`config.mk`:
```
export PLATFORM = sky130hd
export DESIGN_NAME = pe_ctrl_gen_flat
export DESIGN_NICKNAME = d
export VERILOG_FILES = /design/src/rtl/pe_ctrl_if.sv /design/src/rtl/pe_ctrl_gen.sv /design/src/flat_wrapper.sv
export SDC_FILE = /design/constraint.sdc
export NUM_CORES = 1
export LEC_CHECK = 0
export CAP_MARGIN = 20
export CORE_MARGIN = 3
export CORE_UTILIZATION = 45
export DETAILED_ROUTE_END_ITERATION = 12
export GPL_ROUTABILITY_DRIVEN = 0
export PLACE_DENSITY = 0.82
export SLEW_MARGIN = 20
export SYNTH_ARGS = -nofsm -noshare
export SYNTH_HDL_FRONTEND = slang
export SYNTH_SLANG_ARGS = --single-unit
```
`constraint.sdc`:
```
create_clock -name clk -period 2.4 [get_ports clk]
set_input_delay 0.48 -clock clk [delete_from_list [all_inputs] [get_ports clk]]
set_output_delay 0.48 -clock clk [all_outputs]
set_load 0.02 [all_outputs]
```
`src/rtl/pe_ctrl_if.sv`:
```
// pe_ctrl_if: PE controller bundle; master drives busy/strobes/counters, slave drives start/stall
interface pe_ctrl_if #(parameter int CW = 8);
  logic start, stall, busy, init_clr, acc_en, acc_clr, res_ld, res_clr, wr_en, wr_file, done;
  logic [CW-1:0] buf_cntr, img_idx, res_idx, wr_adr, img_num;
  modport master(
    input start, stall,
    output busy, init_clr, acc_en, acc_clr, res_ld, res_clr, wr_en, wr_file, done,
    output buf_cntr, img_idx, res_idx, wr_adr, img_num
  );
  modport slave(
    output start, stall,
    input busy, init_clr, acc_en, acc_clr, res_ld, res_clr, wr_en, wr_file, done,
    input buf_cntr, img_idx, res_idx, wr_adr, img_num
  );
endinterface

```
`src/rtl/pe_ctrl_gen.sv`:
```
// pe_ctrl_gen: convolution PE sequencer (clk, rst, bus: start/stall in; busy, strobes, tap/window/slot/address/image counters out)
module pe_ctrl_gen #(
  parameter int MAC_LEN = 16,
  parameter int RES_PER_WORD = 4,
  parameter int IMG_SIZE = 16,
  parameter int KER_SIZE = 4,
  parameter int NUM_IMAGES = 1,
  parameter int CW = 8
) (
  input logic clk,
  input logic rst,
  pe_ctrl_if.master bus
);
  localparam int OUT_W = IMG_SIZE - KER_SIZE + 1;
  localparam logic [CW-1:0] ONE = CW'(1);
  localparam logic [CW-1:0] LAST_MAC = CW'(MAC_LEN - 1);
  localparam logic [CW-1:0] LAST_RES = CW'(RES_PER_WORD - 1);
  localparam logic [CW-1:0] LAST_COL = CW'(OUT_W - 1);
  localparam logic [CW-1:0] LAST_IDX = CW'((OUT_W - 1) * (IMG_SIZE + 1));
  localparam logic [CW-1:0] LAST_IMG = CW'(NUM_IMAGES - 1);
  localparam logic [CW-1:0] ROW_SKIP = CW'(KER_SIZE);
  typedef enum logic [2:0] {IDLE, INIT, MAC, LD_RESULT, WRITE_MEM, NEXT_IMG, DONE} state_t;
  state_t state, nxt;
  logic [CW-1:0] col;
  logic last_q;
  logic last_pix;
  assign last_pix = bus.img_idx == LAST_IDX;
  always_ff @(posedge clk) begin
    if (rst) begin
      state <= IDLE;
      bus.buf_cntr <= '0;
      bus.img_idx <= '0;
      bus.res_idx <= '0;
      bus.wr_adr <= '0;
      bus.img_num <= '0;
      col <= '0;
      last_q <= 1'b0;
    end else begin
      state <= nxt;
      case (state)
        INIT: begin
          bus.buf_cntr <= '0;
          bus.img_idx <= '0;
          bus.res_idx <= '0;
          bus.wr_adr <= '0;
          bus.img_num <= '0;
          col <= '0;
          last_q <= 1'b0;
        end
        MAC: if (!bus.stall) bus.buf_cntr <= bus.buf_cntr == LAST_MAC ? '0 : bus.buf_cntr + ONE;
        LD_RESULT: begin
          bus.res_idx <= bus.res_idx + ONE;
          last_q <= last_pix;
          col <= col == LAST_COL ? '0 : col + ONE;
          bus.img_idx <= bus.img_idx + (col == LAST_COL ? ROW_SKIP : ONE);
        end
        WRITE_MEM: begin
          bus.wr_adr <= bus.wr_adr + ONE;
          bus.res_idx <= '0;
        end
        NEXT_IMG: begin
          bus.img_num <= bus.img_num + ONE;
          bus.img_idx <= '0;
          bus.res_idx <= '0;
          col <= '0;
        end
        default: ;
      endcase
    end
  end
  always_comb begin
    nxt = state;
    case (state)
      IDLE: nxt = bus.start ? INIT : IDLE;
      INIT: nxt = MAC;
      MAC: nxt = !bus.stall && bus.buf_cntr == LAST_MAC ? LD_RESULT : MAC;
      LD_RESULT: nxt = bus.res_idx == LAST_RES || last_pix ? WRITE_MEM : MAC;
      WRITE_MEM: nxt = !last_q ? MAC : bus.img_num == LAST_IMG ? DONE : NEXT_IMG;
      NEXT_IMG: nxt = MAC;
      default: nxt = IDLE;
    endcase
    bus.busy = state != IDLE;
    bus.init_clr = state == INIT;
    bus.acc_en = state == MAC && !bus.stall;
    bus.acc_clr = state == LD_RESULT;
    bus.res_ld = state == LD_RESULT;
    bus.res_clr = state == WRITE_MEM;
    bus.wr_en = state == WRITE_MEM;
    bus.wr_file = state == DONE;
    bus.done = state == DONE;
  end
endmodule

```
`src/flat_wrapper.sv`:
```
// flat-port wrapper written by rule: the top's interface ports become plain ports
module pe_ctrl_gen_flat 
#(
  parameter int MAC_LEN = 16,
  parameter int RES_PER_WORD = 4,
  parameter int IMG_SIZE = 16,
  parameter int KER_SIZE = 4,
  parameter int NUM_IMAGES = 1,
  parameter int CW = 8
)
  (clk, rst, bus_start, bus_stall, bus_busy, bus_init_clr, bus_acc_en, bus_acc_clr, bus_res_ld, bus_res_clr, bus_wr_en, bus_wr_file, bus_done, bus_buf_cntr, bus_img_idx, bus_res_idx, bus_wr_adr, bus_img_num);
  pe_ctrl_if #(.CW(CW)) bus_i ();
  input logic clk;
  input logic rst;
  input wire logic [$bits(bus_i.start)-1:0] bus_start;
  input wire logic [$bits(bus_i.stall)-1:0] bus_stall;
  output wire logic [$bits(bus_i.busy)-1:0] bus_busy;
  output wire logic [$bits(bus_i.init_clr)-1:0] bus_init_clr;
  output wire logic [$bits(bus_i.acc_en)-1:0] bus_acc_en;
  output wire logic [$bits(bus_i.acc_clr)-1:0] bus_acc_clr;
  output wire logic [$bits(bus_i.res_ld)-1:0] bus_res_ld;
  output wire logic [$bits(bus_i.res_clr)-1:0] bus_res_clr;
  output wire logic [$bits(bus_i.wr_en)-1:0] bus_wr_en;
  output wire logic [$bits(bus_i.wr_file)-1:0] bus_wr_file;
  output wire logic [$bits(bus_i.done)-1:0] bus_done;
  output wire logic [$bits(bus_i.buf_cntr)-1:0] bus_buf_cntr;
  output wire logic [$bits(bus_i.img_idx)-1:0] bus_img_idx;
  output wire logic [$bits(bus_i.res_idx)-1:0] bus_res_idx;
  output wire logic [$bits(bus_i.wr_adr)-1:0] bus_wr_adr;
  output wire logic [$bits(bus_i.img_num)-1:0] bus_img_num;
  assign bus_i.start = bus_start;
  assign bus_i.stall = bus_stall;
  assign bus_busy = bus_i.busy;
  assign bus_init_clr = bus_i.init_clr;
  assign bus_acc_en = bus_i.acc_en;
  assign bus_acc_clr = bus_i.acc_clr;
  assign bus_res_ld = bus_i.res_ld;
  assign bus_res_clr = bus_i.res_clr;
  assign bus_wr_en = bus_i.wr_en;
  assign bus_wr_file = bus_i.wr_file;
  assign bus_done = bus_i.done;
  assign bus_buf_cntr = bus_i.buf_cntr;
  assign bus_img_idx = bus_i.img_idx;
  assign bus_res_idx = bus_i.res_idx;
  assign bus_wr_adr = bus_i.wr_adr;
  assign bus_img_num = bus_i.img_num;
  pe_ctrl_gen #(.MAC_LEN(MAC_LEN), .RES_PER_WORD(RES_PER_WORD), .IMG_SIZE(IMG_SIZE), .KER_SIZE(KER_SIZE), .NUM_IMAGES(NUM_IMAGES), .CW(CW)) u_core (.clk(clk), .rst(rst), .bus(bus_i));
endmodule
```
==> flow_summary.toml <==
[run_status]
outcome = "finished clean"

[timing]
finClkSkew_ns = 0.00908
setup_viol = 0
finalCriticalPeriod_ns = 2.32
maxClockFrequency_ghz = 0.432
worst_slew_margin_rel_pct = 62.1
timing_max_transition_violations_final = 0
timing.final.hold_violations = 0
worst_pin_slew_ns = 0.568
fin_setup_tns_ns = 0
final_min_period_over_clock_period_pct = 96.6

[clocking]
cts_root_buf = "clkbuf_8"
cts.clk_slew.worst_paths_ns = 0.09
holdBufCountCts = 0
clock_tree.htree_level_count = 2
tritoncts_num_sinks = 52
cts_tree = "done"
clkLatencyLatePin_ns = 0.31
max-clock-path-buffers = 2
cts_made_buffers = 5

[place]
dp_cells = 450
port_buffers = 52
dp_hpwl_mm = 4.72
placed_area_mm2 = 0.00342

[final_layout]
antenna_cells_inserted = 0
design_area_mm2 = 0.00362
instances_no_fill = 459
n_fill_cell = 503
num-nets-final = 397
post-route-util_pct = 60.5
post_route_cells_drive_above_1_share_pct = 9.90
signed_area_change_from_the_synthesized_netlist_to_the_final_layout_pct = 28.2

[synth]
ys_async_sr_fraction_pct = 0
number_of_instances_in_the_synthesized_netlist = 333
synth.lib_cells_used.distinct = 58
synth_fp_nets = 347
synth_edf_count = 0
synth_area_leaders = "dfxtp_1 37%, nor2_1 5.4%, ha_1 4.4%, xor2_1 4.3%, a21oi_1 3.5%"
ys_seq_elements = 52
ys.flop_type = "dfxtp_1"
yosys.area_share.xor_xnor_pct = 5.27
syn_area_per_cell_um2 = 8.49
synth.mux.area_fraction_pct = 1.20
syn_area_mm2 = 0.00283
yosysWarningCount = 0
synthDominantAreaCellType = "dfxtp_1"
synth-seq-area-share_pct = 36.8
synth_compound_gate_area_share_pct = 18.3
synth_adder_area_share_pct = 4.43
synth_top_family_by_area = "simple AND/OR/NAND/NOR gates"
yosys.area_share.simple_pct = 28.4
synth.top_cell.area_share_pct = 36.8

[floorplan]
floorplan.core_area_mm2 = 0.00599
die_width_um = 85.3
placement_rows = 28
pin_count = 53
die_area_mm2 = 0.00727
floorplan.initialDensity_pct = 47.2
dieHeight_um = 85.3

[global_routing]
first_global_vias = 2593
grt-ovfl-total = 0
pin_count_of_the_biggest_net_entering_global_routing = 46
grt_pass1_wl_mm = 12.1
grt_use_total_pct = 19.8
antenna_found_initial = 0

[power]
total_power_mw = 1.84
power_density_mw_per_mm2 = 507
total_leakage_power_nw = 1.34
ir_worst_vdd_mv = 0.297

[run]
timing.max_cap.violations = 0

[routing]
vias_cell = 5.82
firstDrtPassIters = 4
drc = 0
drtIter0Drc = 154
routed_wire_length_per_instance_um = 14.7
drt-total-wl_mm = 6.74
routed-via-count = 2671
final_antenna_net_count = 0

[min_path]
worstHoldPathType = "register to register"

[worst_setup_path]
timing.critical_path.fanout_max = 2
crit_arrival_ns = 1.84
setup.worst_path.start_class = "input pin"
worst_ep_required_time_ns = 1.92
critPathKind = "input pin to primary output"
worstSetupEndpointType = "primary output"
-- repair_timing --
action                     4_1_cts  5_1_grt
setup buffers                    0        1
setup endpoints to repair        3        9
resized for setup                2        7
pin swaps                        0        1
-- state kept, by name (all words and copies together) (netlist names) --
register / flops
u_core.bus.buf_cntr: 8
u_core.bus.img_idx: 8
u_core.bus.img_num: 8
u_core.bus.res_idx: 8
u_core.bus.wr_adr: 8
u_core.col: 8
u_core.last_q: 1
u_core.state: 3
-- layout make-up --
type	count	area (um^2)	area share [%]
clock inverter	3	90.1	2.49
timing repair buffer	65	638	17.6
sequential	52	1040	28.8
tap	75	93.8	2.59
inverter	9	38.8	1.07
multi-input combinational	250	1650	45.6
clock buffer	5	68.8	1.90
-- where the power goes --
part | total (mW) | internal [mW] | switching, mW
Sequential | 0.882 | 0.869 | 0.0127
Combinational | 0.140 | 0.0565 | 0.0838
Clock | 0.817 | 0.521 | 0.295
-- cells by family (layout without fill, tap and decap cells) --
logic type / Yosys count / count (layout)
and+or+nand+nor: 141 / 141
AOI/OAI and AO/OA: 79 / 79
DFF: 52 / 52
buffers and inverters: 31 / 82
xor gates and xnor gates: 17 / 17
adders and majority gates: 10 / 10
muxes: 3 / 3
-- layer usage --
layer | global-route usage [%] | share of wire, % | routed length [um]
met2 | 32.8 | 48 | 3270
met1 | 25.5 | 45 | 3020
met3 | 5.15 | 5.9 | 397
met5 | 0 | 0 | 0
met4 | 5.32 | 0.85 | 57
-- through the flow --
step | worst slack [ns] | hold WS (ns)
2_1_floorplan | 0.216 | 0.477
3_3_place_gp | 0.0792 | 0.493
3_5_place_dp | 0.0369 | 0.508
6_report | 0.0826 | 0.517
4_1_cts | 0.000944 | 0.521
5_1_grt | -0.118 | 0.574
-- cells in the mapped netlist (all sizes together), types with 2 or more instances --
library cell	instances
nand3b	2
a22o	2
nand2b	8
nor4	6
a31oi	4
inv	9
a21boi	3
o21ai	18
nor4b	2
o21bai	2
and3	9
xnor2	3
a221oi	2
nand2	15
xor2	14
mux2	3
o2111ai	2
nand4b	5
a22oi	6
nor3b	3
and4	2
and2	2
o31ai	2
ha	10
nor3	6
a21o	2
a311oi	2
a211oi	2
clkbuf	10
nand4	8
dfxtp	52
buf	12
or4	3
nand3	14
or3	7
a21oi	20
o211ai	6
nor2	41
nor2b	3
-- layout by cell type, fill, tap and decap left out, drive strengths merged, types with 3 or more instances in the layout --
master         instances
dfxtp                 52
clkdlybuf4s50         49
nor2                  41
a21oi                 20
o21ai                 18
nand2                 15
xor2                  14
nand3                 14
buf                   13
ha                    10
and3                   9
inv                    9
nand4                  8
nand2b                 8
or3                    7
nor3                   6
o211ai                 6
a22oi                  6
nor4                   6
nand4b                 5
clkbuf                 5
a31oi                  4
nor3b                  3
a21boi                 3
mux2                   3
xnor2                  3
nor2b                  3
bufinv                 3
or4                    3
-- critical path: stages --
cell and delay, ns:
clkdlybuf4s50_1 0.45, nor4b_4 0.26, clkdlybuf4s50_1 0.65
-- path summary, 6_finish.rpt --
check / slack [ns] / depth (start not counted) / endpoint / from
max: 0.08 / 3 / bus_acc_en / bus_stall
min: 0.52 / 2 / u_core.bus.wr_adr[6] / u_core.bus.wr_adr[6]
max reg2reg: 0.12 / 9 / u_core.bus.img_idx[7] / u_core.col[0]
min reg2reg: 0.52 / 2 / u_core.bus.wr_adr[6] / u_core.bus.wr_adr[6]
Note: power is estimated with default switching activity, not from simulation.
